`src/rtl/sdc_reader_data_rx_if.sv`:
```
// rtl/sdc_reader_data_rx_if.sv - DAT0 receive-side handshake and status bundle
interface sdc_reader_data_rx_if;
  logic       bitEn;
  logic       datIn;
  logic       start;
  logic [7:0] dataOut;
  logic       byteValid;
  logic       blockDone;
  logic       crcError;
  logic       endError;
  logic       timeoutError;
  logic       busy;

  modport master (
    output bitEn, datIn, start,
    input  dataOut, byteValid, blockDone, crcError, endError, timeoutError, busy
  );

  modport slave (
    input  bitEn, datIn, start,
    output dataOut, byteValid, blockDone, crcError, endError, timeoutError, busy
  );
endinterface

```
`src/rtl/sdc_reader_data_rx.sv`:
```
// rtl/sdc_reader_data_rx.sv - SD DAT0 1-bit block receiver with start search, CRC16 and end-bit check
module sdc_reader_data_rx #(
  parameter int unsigned BLOCK_BYTES = 512,
  parameter int unsigned TIMEOUT     = 16'hFFFF
) (
  input logic                clk,
  input logic                reset,
  sdc_reader_data_rx_if.slave bus
);
  localparam int unsigned NBITS = BLOCK_BYTES * 8;
  localparam int          CW    = $clog2(NBITS);
  localparam int          TW    = $clog2(TIMEOUT + 1);
  localparam logic [CW-1:0] LAST_BIT  = CW'(NBITS - 1);
  localparam logic [TW-1:0] TMO_LIMIT = TW'(TIMEOUT);

  typedef enum logic [2:0] {S_IDLE, S_WAIT_START, S_DATA, S_CRC, S_END} state_t;

  state_t        state_q, state_d;
  logic [6:0]    shreg_q, shreg_d;
  logic [15:0]   crc_q, crc_d;
  logic [15:0]   rx_crc_q, rx_crc_d;
  logic [CW-1:0] bit_cnt_q, bit_cnt_d;
  logic [TW-1:0] tmo_q, tmo_d;
  logic [7:0]    data_out_q, data_out_d;
  logic          byte_valid_q, byte_valid_d;
  logic          block_done_q, block_done_d;
  logic          crc_err_q, crc_err_d;
  logic          end_err_q, end_err_d;
  logic          tmo_err_q, tmo_err_d;
  logic          fb;
  logic [TW-1:0] tmo_inc;

  assign fb      = crc_q[15] ^ bus.datIn;
  assign tmo_inc = tmo_q + TW'(1);

  always_ff @(posedge clk) begin
    if (reset) begin
      state_q      <= S_IDLE;
      shreg_q      <= '0;
      crc_q        <= '0;
      rx_crc_q     <= '0;
      bit_cnt_q    <= '0;
      tmo_q        <= '0;
      data_out_q   <= '0;
      byte_valid_q <= 1'b0;
      block_done_q <= 1'b0;
      crc_err_q    <= 1'b0;
      end_err_q    <= 1'b0;
      tmo_err_q    <= 1'b0;
    end else begin
      state_q      <= state_d;
      shreg_q      <= shreg_d;
      crc_q        <= crc_d;
      rx_crc_q     <= rx_crc_d;
      bit_cnt_q    <= bit_cnt_d;
      tmo_q        <= tmo_d;
      data_out_q   <= data_out_d;
      byte_valid_q <= byte_valid_d;
      block_done_q <= block_done_d;
      crc_err_q    <= crc_err_d;
      end_err_q    <= end_err_d;
      tmo_err_q    <= tmo_err_d;
    end
  end

  always_comb begin
    state_d      = state_q;
    shreg_d      = shreg_q;
    crc_d        = crc_q;
    rx_crc_d     = rx_crc_q;
    bit_cnt_d    = bit_cnt_q;
    tmo_d        = tmo_q;
    data_out_d   = data_out_q;
    byte_valid_d = 1'b0;
    block_done_d = 1'b0;
    crc_err_d    = crc_err_q;
    end_err_d    = end_err_q;
    tmo_err_d    = tmo_err_q;

    case (state_q)
      S_IDLE: begin
        if (bus.start) begin
          state_d   = S_WAIT_START;
          shreg_d   = '0;
          crc_d     = '0;
          rx_crc_d  = '0;
          bit_cnt_d = '0;
          tmo_d     = '0;
          crc_err_d = 1'b0;
          end_err_d = 1'b0;
          tmo_err_d = 1'b0;
        end
      end
      S_WAIT_START: begin
        if (bus.bitEn) begin
          if (!bus.datIn) begin
            state_d   = S_DATA;
            bit_cnt_d = '0;
          end else begin
            tmo_d = tmo_inc;
            if (tmo_inc == TMO_LIMIT) begin
              tmo_err_d    = 1'b1;
              block_done_d = 1'b1;
              state_d      = S_IDLE;
            end
          end
        end
      end
      S_DATA: begin
        if (bus.bitEn) begin
          shreg_d   = {shreg_q[5:0], bus.datIn};
          crc_d     = {crc_q[14:0], 1'b0} ^ (fb ? 16'h1021 : 16'h0000);
          bit_cnt_d = bit_cnt_q + CW'(1);
          if (bit_cnt_q[2:0] == 3'd7) begin
            data_out_d   = {shreg_q, bus.datIn};
            byte_valid_d = 1'b1;
          end
          if (bit_cnt_q == LAST_BIT) begin
            state_d   = S_CRC;
            bit_cnt_d = '0;
          end
        end
      end
      S_CRC: begin
        // computed CRC stays frozen while the card's CRC is shifted in
        if (bus.bitEn) begin
          rx_crc_d  = {rx_crc_q[14:0], bus.datIn};
          bit_cnt_d = bit_cnt_q + CW'(1);
          if (bit_cnt_q[3:0] == 4'hF) begin
            state_d   = S_END;
            bit_cnt_d = '0;
          end
        end
      end
      S_END: begin
        if (bus.bitEn) begin
          end_err_d    = ~bus.datIn;
          crc_err_d    = (rx_crc_q != crc_q);
          block_done_d = 1'b1;
          state_d      = S_IDLE;
        end
      end
      default: state_d = S_IDLE;
    endcase
  end

  assign bus.dataOut      = data_out_q;
  assign bus.byteValid    = byte_valid_q;
  assign bus.blockDone    = block_done_q;
  assign bus.crcError     = crc_err_q;
  assign bus.endError     = end_err_q;
  assign bus.timeoutError = tmo_err_q;
  assign bus.busy         = (state_q != S_IDLE);
endmodule

```
`src/flat_wrapper.sv`:
```
// flat-port wrapper written by rule: the top's interface ports become plain ports
module sdc_reader_data_rx_flat 
#(
  parameter int unsigned BLOCK_BYTES = 512,
  parameter int unsigned TIMEOUT     = 16'hFFFF
)
  (clk, reset, bus_bitEn, bus_datIn, bus_start, bus_dataOut, bus_byteValid, bus_blockDone, bus_crcError, bus_endError, bus_timeoutError, bus_busy);
  sdc_reader_data_rx_if bus_i ();
  input logic clk;
  input logic reset;
  input wire logic [$bits(bus_i.bitEn)-1:0] bus_bitEn;
  input wire logic [$bits(bus_i.datIn)-1:0] bus_datIn;
  input wire logic [$bits(bus_i.start)-1:0] bus_start;
  output wire logic [$bits(bus_i.dataOut)-1:0] bus_dataOut;
  output wire logic [$bits(bus_i.byteValid)-1:0] bus_byteValid;
  output wire logic [$bits(bus_i.blockDone)-1:0] bus_blockDone;
  output wire logic [$bits(bus_i.crcError)-1:0] bus_crcError;
  output wire logic [$bits(bus_i.endError)-1:0] bus_endError;
  output wire logic [$bits(bus_i.timeoutError)-1:0] bus_timeoutError;
  output wire logic [$bits(bus_i.busy)-1:0] bus_busy;
  assign bus_i.bitEn = bus_bitEn;
  assign bus_i.datIn = bus_datIn;
  assign bus_i.start = bus_start;
  assign bus_dataOut = bus_i.dataOut;
  assign bus_byteValid = bus_i.byteValid;
  assign bus_blockDone = bus_i.blockDone;
  assign bus_crcError = bus_i.crcError;
  assign bus_endError = bus_i.endError;
  assign bus_timeoutError = bus_i.timeoutError;
  assign bus_busy = bus_i.busy;
  sdc_reader_data_rx #(.BLOCK_BYTES(BLOCK_BYTES), .TIMEOUT(TIMEOUT)) u_core (.clk(clk), .reset(reset), .bus(bus_i));
endmodule
```
`config.mk`:
```
export PLATFORM = sky130hd
export DESIGN_NAME = sdc_reader_data_rx_flat
export DESIGN_NICKNAME = d
export VERILOG_FILES = /design/src/rtl/sdc_reader_data_rx_if.sv /design/src/rtl/sdc_reader_data_rx.sv /design/src/flat_wrapper.sv
export SDC_FILE = /design/constraint.sdc
export NUM_CORES = 1
export LEC_CHECK = 0
export ABC_AREA = 1
export CAP_MARGIN = 20
export CELL_PAD_IN_SITES_DETAIL_PLACEMENT = 1
export CELL_PAD_IN_SITES_GLOBAL_PLACEMENT = 1
export CORE_ASPECT_RATIO = 0.8
export CORE_MARGIN = 4
export CORE_UTILIZATION = 45
export CTS_BUF_LIST = sky130_fd_sc_hd__clkbuf_4
export CTS_CLUSTER_SIZE = 24
export DETAILED_ROUTE_END_ITERATION = 8
export GPL_ROUTABILITY_DRIVEN = 0
export GPL_TIMING_DRIVEN = 0
export HOLD_SLACK_MARGIN = 0.05
export PLACE_DENSITY_LB_ADDON = 0.1
export SYNTH_ARGS = -nofsm -noshare
export SYNTH_HDL_FRONTEND = slang
export SYNTH_SLANG_ARGS = --single-unit
```
`constraint.sdc`:
```
create_clock -name clk -period 2.3 [get_ports clk]
set_input_delay 0.46 -clock clk [delete_from_list [all_inputs] [get_ports clk]]
set_output_delay 0.46 -clock clk [all_outputs]
set_load 0.1 [all_outputs]
```
==> key figures, run 1 <==
STA
  • Final Hold Viols: 0
  • Slew Viols, Final: 0
  • Period utilisation layout: between 90 and 100%
  • Unrepaired setup endpoints after global routing: false
  • Max Fclk: around 460 MHz
  • Slew margin rel.: 35.0%
  • Clock skew: roughly 21 ps
  • Final setup violation count: 0
  • Worst-margin pin slew: 978 ps
  • Crit path time final: approximately 2200 ps

Cells and area
  • # diodes: 0
  • Share of layout cells above drive strength 1: under 10%
  • Commonest non-fill, non-tap cell in the layout: nand2_1
  • Most frequent cells in the layout: 119 x nand2_1, 83 x dfxtp_1, 78 x nor2_1
  • Non-filler cells in the finished layout: 723
  • Area Overhead vs Synth: 11.0%
  • Nets: around 620

Clock tree
  • Worst-path clk slew: 160 ps
  • Skew-Pair Late Insertion Delay: about 470 ps
  • Maximum clock path buffer count: 2
  • CTS Sinks: 83
  • Clock Tree Root: clkbuf_4
  • Post-CTS Setup Repair Bufs: 0
  • CTS tree: done
  • Post-cts hold buffer count: 0
  • CTS buffer count: 9
  • Maximum level of the CTS H-tree: 3

Hold path
  • Hold/Removal Path Class: flop to flop

Synthesis
  • Sequential-to-total area share from yosys stat: about two fifths
  • Distinct cells, synth: 34
  • Cells after synthesis: slightly below 600
  • Mapped cell area: 4050 um^2
  • Synthesized area per cell: 7.03 um^2
  • Yosys reg bits: between 80 and 90
  • Ys Warns: 0
  • Net count of the mapped netlist: a little under 600

GRT
  • Total track usage: a little under a quarter
  • GRT Residual Overflow: 0
  • Vias in the first global route: just under 4000
  • Antenna violations before repair: 0
  • First-pass GRT wire length: about 20000 um
  • Largest net degree at the start of global routing: 16

Power
  • Combinational group share of total power: about two fifths
  • Sequential share of power: about two fifths
  • Clock group share of total power: between 10% and 20%
  • Peak VDD IR: just under 0.6 mV
  • Design Power: ~0.0048 W
  • Switching pwr: 0.00217 W
  • LEAKAGE: ~1.7 nW
  • PwrDens: approximately 1100 nW/um^2
  • Switching Share: between 40% and 50%
  • Pint: 0.00261 W

Place
  • DP HPWL: between 8000 and 9000 um
  • Port buffer count: 18
  • Placed Cells incl. Taps: about 710

Routing
  • DRC: 0
  • Drt initial violations: between 200 and 250
  • Vias: slightly below 4000
  • Vias per Instance: approximately 5.5
  • Final ANT Viol Nets: 0
  • WL per Instance: between 15 and 20 um
  • Drt first pass iters: 4
  • Routed wire length: 11800 um

Setup path
  • Crit-path slowest cell: buf_2
  • Setup crit start kind: flop
  • Data arrival time of the worst path: between 1500 and 2000 ps
  • Critical path cell sequence: inv_1 -> nand2_1 -> nor2_1 -> inv_1 -> buf_2
  • CP max stage delay: about 440 ps
  • Crit path capture type: output pin
  • Most frequent cell on the critical path: inv_1
  • CP max FO: 4
  • Critical path required time: 1840 ps
  • Critical path type: flop to output pin

Die
  • Die height: between 90 and 100 um
  • I/O pin count: 19
  • Starting Density: a little under half
  • Row cnt: 30
  • Horiz. Die Dim: 114 um
  • Die ar.: about 11000 um^2
  • Core area: about 8600 um^2

Run status
  • Status: finished, final reports clean

Job
  • Max-cap viol count: 0
[registers in the layout (all words and copies together), names as in the netlist, 3 cells and up]
signal and flops:
u_core.crc_q 16, u_core.rx_crc_q 16, u_core.tmo_q 16, u_core.bit_cnt_q 12, u_core.bus.dataOut 8, u_core.shreg_q 7, u_core.state_q 3
[cells by family after synthesis]
logic type	Yosys count	share of synthesized area, %
compound gates	129	17.0
xor+xnor	21	4.54
fa+ha+maj	5	1.54
buf+inv	70	6.85
flops	83	41.0
simple gates	269	29.0
[cells in the mapped netlist]
| library cell | count | area [um^2] |
|---|---|---|
| inv_2 | 6 | 22.5 |
| and2_1 | 1 | 6.26 |
| buf_2 | 8 | 40.0 |
| a21oi_1 | 74 | 370 |
| a211oi_1 | 6 | 45.0 |
| nand3b_1 | 2 | 15.0 |
| nor3_2 | 1 | 10.0 |
| clkbuf_1 | 8 | 30.0 |
| or2_2 | 2 | 12.5 |
| o21bai_2 | 2 | 22.5 |
| nand2_1 | 119 | 447 |
| nor3b_1 | 1 | 7.51 |
| nor2_2 | 3 | 18.8 |
| nor3_1 | 10 | 50.1 |
| nand3_1 | 29 | 145 |
| o2111ai_1 | 1 | 8.76 |
| ha_1 | 5 | 62.6 |
| clkbuf_2 | 1 | 5.00 |
| a31oi_1 | 1 | 6.26 |
| buf_1 | 3 | 11.3 |
| o21ba_2 | 1 | 10.0 |
| xnor2_1 | 11 | 96.3 |
| inv_1 | 43 | 161 |
| xor2_1 | 10 | 87.6 |
| buf_4 | 1 | 7.51 |
| nand4_1 | 10 | 62.6 |
| nor4_1 | 2 | 12.5 |
| nor2_4 | 5 | 56.3 |
| a2bb2oi_1 | 2 | 17.5 |
| dfxtp_1 | 83 | 1660 |
| nor2_1 | 78 | 293 |
| nand2_2 | 5 | 31.3 |
| nand3_2 | 1 | 10.0 |
| o21ai_0 | 42 | 210 |
[final cells by class]
class,count,area (um^2)
multi-input cells,424,2120
fillers,1159,4130
flip-flops and latches,83,1660
clock inverters,7,76.3
inverters,49,184
repair buffers,18,159
clock buffers,9,67.6
plain buffers,21,93.8
well taps,112,140
[worst paths after layout]
check                           slack (ps)             startpoint                    end  cells after the start
worst max-delay path                   120      u_core.state_q[0]               bus_busy                      5
worst min register to register         480  u_core.bus.dataOut[1]  u_core.bus.dataOut[1]                      2
worst max register to register         170      u_core.state_q[0]        u_core.crc_q[6]                     10
worst min-delay path                   480  u_core.bus.dataOut[1]  u_core.bus.dataOut[1]                      2
[stage by stage]
step	util (%)	instance area [um^2]	setup WS, ps	hold WS (ps)	TNS (ps)
after floorplan	-	4050	153	453	0
after global placement	50.7	4370	-65.9	453	-165
after detailed placement	50.7	4370	-148	459	-554
after CTS	52.1	4500	97.3	477	0
after global routing	52.1	4500	2.42	506	0
final	52.1	4500	120	475	0
[layer usage]
metal  wire length [um]  GRT usage, %  share of wire [%]  up-vias
met2               5320          36.2                 45       41
li1                   -             -                  -     1963
met5                  0             0                  0        -
met1               5870          32.9                 50     1936
met4                290          7.91                2.5        0
met3                326          5.42                2.8       23
[what timing repair did]
item / CTS / global route
endpoints found under the setup margin: 14 / 1
resized for setup: 18 / 1
hold endpoints to repair: 0 / 0
[critical path, delay by kind of cell, from the launching register on]
family / cells / cell delay [ps]
buffers and inverters: 3 / 640
DFF: 1 / 380
and+or+nand+nor: 2 / 270
[power groups by stage]
| stage | registers (W) | clock network [W] | logic [W] |
|---|---|---|---|
| floorplan | 0.00188 | 0 | 0.00144 |
| finish | 0.00194 | 0.000903 | 0.00193 |
| global route | 0.00197 | 0.000987 | 0.00218 |
| CTS | 0.00194 | 0.000930 | 0.00193 |
| detailed placement | 0.00197 | 0 | 0.00193 |
| global placement | 0.00195 | 0 | 0.00181 |
(Power assumes the default switching activity.)
==> run 2, diff against run 1 <==
--- a/config.mk
+++ b/config.mk
@@ -11,8 +11,8 @@
 export CELL_PAD_IN_SITES_GLOBAL_PLACEMENT = 1
 export CORE_ASPECT_RATIO = 0.8
 export CORE_MARGIN = 4
-export CORE_UTILIZATION = 45
-export CTS_BUF_LIST = sky130_fd_sc_hd__clkbuf_4
+export CORE_UTILIZATION = 44
+export CTS_BUF_LIST = sky130_fd_sc_hd__clkbuf_4 sky130_fd_sc_hd__clkbuf_8 sky130_fd_sc_hd__clkbuf_16
 export CTS_CLUSTER_SIZE = 24
 export DETAILED_ROUTE_END_ITERATION = 8
 export GPL_ROUTABILITY_DRIVEN = 0
==> run 2 against run 1 <==
Against the previous run:
- wire length grew 0.41%
- first-iteration DRC count is 7.5% higher
- power grew 10%
- sequential cell count stayed put
- critical path type unchanged
- critical path depth decreased by 4
- count of clock-buffer cells in the layout rose by 1
- sequential share of layout area fell by 1.6 points
- maximum frequency is 2.3% lower
- hold slack got worse by 14 ps
- die area is 2.1% higher
- non-clock buffer count did not move
- sequential power barely moved
==> key figures, run 2 (synthesized netlist as in run 1, its figures left out) <==
Cells and area
  • Non-filler cells in the finished layout: 726 (+0.41%)
  • Area Overhead vs Synth: 16.0%
  • Most frequent cells in the layout: 119 x nand2_1, 83 x dfxtp_1, 78 x nor2_1
  • Largest regs: u_core.crc_q (16), u_core.rx_crc_q (16), u_core.tmo_q (16)
  • Commonest non-fill, non-tap cell in the layout: nand2_1
  • FILL cells: 1204 (+3.9%)
  • # diodes: 0 (unchanged)
  • Nets: 616 (unchanged)
  • Share of layout cells above drive strength 1: 8.84% (unchanged)

Routing
  • DRC: 0 (unchanged)
  • Vias: 3906 (-1.4%)
  • Drt first pass iters: 4 (unchanged)
  • Vias per Instance: 5.38 (-1.8%)
  • Final ANT Viol Nets: 0 (unchanged)
  • WL per Instance: 16.3 um (about the same)
  • Drt initial violations: 216 (+7.5%)
  • Routed wire length: 11900 um (+0.41%)

Clock tree
  • Maximum clock path buffer count: 2 (unchanged)
  • Post-CTS Setup Repair Bufs: 0 (unchanged)
  • Post-cts hold buffer count: 0 (unchanged)
  • CTS buffer count: 9 (unchanged)
  • Clock Tree Root: clkbuf_16
  • Maximum level of the CTS H-tree: 3 (unchanged)
  • CTS Sinks: 83 (unchanged)
  • Skew-Pair Late Insertion Delay: 340 ps (-130 ps)
  • CTS tree: done
  • Worst-path clk slew: 70 ps (-90 ps)

Die
  • Starting Density: 45.1% (-1.9 points)
  • Horiz. Die Dim: 115 um (+1.1%)
  • Row cnt: 31 (+3.3%)
  • Die height: 93.9 um (+1.0%)
  • I/O pin count: 19 (unchanged)
  • Core area: 9000 um^2 (+4.2%)
  • Die ar.: 10800 um^2 (+2.1%)

STA
  • Max Fclk: 448 MHz (-2.3%)
  • Slew margin rel.: 33.6% (-1.4 points)
  • Unrepaired setup endpoints after global routing: false
  • Final setup violation count: 0 (unchanged)
  • Slew Viols, Final: 0 (unchanged)
  • Period utilisation layout: 97.0% (+2.2 points)
  • Worst hold slack: 461 ps (-14.0 ps)
  • Clock skew: 5.60 ps (-15.8 ps)
  • Worst-margin pin slew: 994 ps (+15.3 ps)
  • Crit path time final: 2230 ps (+50.4 ps)
  • Final Hold Viols: 0 (unchanged)

Place
  • Placed Cells incl. Taps: 710 (+0.42%)
  • DP HPWL: 8560 um (-3.8%)
  • Port buffer count: 18 (unchanged)

Setup path
  • CP max stage delay: 1120 ps (+680 ps)
  • Top delay family on crit path: buffers and inverters
  • Data arrival time of the worst path: 1770 ps (+50 ps)
  • Crit-path slowest cell: clkdlybuf4s50_1
  • Critical path required time: 1840 ps (about the same)
  • Critical path cell sequence: clkdlybuf4s50_1
  • Buf/Inv on CP: 1 (-2)
  • Crit path capture type: output pin
  • Critical path type: flop to output pin
  • CP max FO: 1 (-3)
  • Setup crit start kind: flop

GRT
  • Antenna violations before repair: 0 (unchanged)
  • Largest net degree at the start of global routing: 16 (unchanged)
  • Vias in the first global route: 3927 (-0.88%)
  • Total track usage: 22.8% (-0.88 points)
  • First-pass GRT wire length: 19500 um (-2.1%)
  • GRT Residual Overflow: 0 (unchanged)

Run status
  • Status: finished, final reports clean

Job
  • Max-cap viol count: 0 (unchanged)

Hold path
  • Hold/Removal Path Class: flop to flop

Power
  • Peak VDD IR: 0.610 mV (+3.7%)
  • LEAKAGE: 1.92 nW (+12%)
  • PwrDens: 1120 nW/um^2 (+5.3%)
==> run 2: report_power, final <==
part / leakage [nW] / total [W] / switching (W) / internal, W
registers: 0.676 / 0.00194 / 0.000249 / 0.00169
clock network: 0.141 / 0.00138 / 0.000620 / 0.000757
logic: 1.10 / 0.00193 / 0.00135 / 0.000588
total: 1.92 / 0.00525 / 0.00222 / 0.00304
==> run 2: cell type report <==
type                            count  area, um^2  share of cell area, %
Timing Repair Buffer               18         204                   4.34
Sequential cell                    83        1660                   35.3
Multi-Input combinational cell    424        2130                   45.4
Inverter                           49         184                   3.91
Tap cell                          115         144                   3.06
Clock buffer                       10         233                   4.95
Clock inverter                      6        48.8                   1.04
Buffer                             21        93.8                   2.00
==> run 2: per-stage QoR <==
stage | cell area, um^2 | util, % | TNS, ps | power (W) | setup slack, ps
6_report | 4700 | 52.2 | 0 | 0.00525 | 69.8
3_5_place_dp | 4380 | 48.7 | -78.6 | 0.00387 | -43.1
3_3_place_gp | 4380 | 48.7 | -64.6 | 0.00378 | -37.0
5_1_grt | 4700 | 52.2 | 0 | 0.00562 | 15.9
4_1_cts | 4660 | 51.8 | 0 | 0.00529 | 5.40
2_1_floorplan | 4050 | - | 0 | 0.00332 | 153
==> run 2: timing repair <==
| action | in CTS | in global routing |
|---|---|---|
| pin swaps | 0 | 0 |
| endpoints found under the setup margin | 3 | 13 |
| resized for setup | 5 | 13 |
| cloned | 0 | 0 |
==> run 2: routing by layer <==
| metal | global-route usage [%] | vias to the layer above | part of all wire (%) |
|---|---|---|---|
| met5 | 0 | - | 0 |
| met1 | 29.7 | 1898 | 48 |
| met3 | 5.80 | 9 | 3.3 |
| met4 | 4.59 | 0 | 0.97 |
| met2 | 38.2 | 40 | 48 |
| li1 | - | 1959 | - |
==> run 2: final timing paths <==
| path | start | endpoint | slack, ps | depth (start not counted) |
|---|---|---|---|---|
| worst max register to register | u_core.state_q[0] | u_core.rx_crc_q[8] | 250 | 11 |
| worst max-delay path | u_core.bus.blockDone | bus_blockDone | 70 | 1 |
| worst min-delay path | u_core.bus.dataOut[2] | u_core.bus.dataOut[2] | 460 | 2 |
| worst min register to register | u_core.bus.dataOut[2] | u_core.bus.dataOut[2] | 460 | 2 |
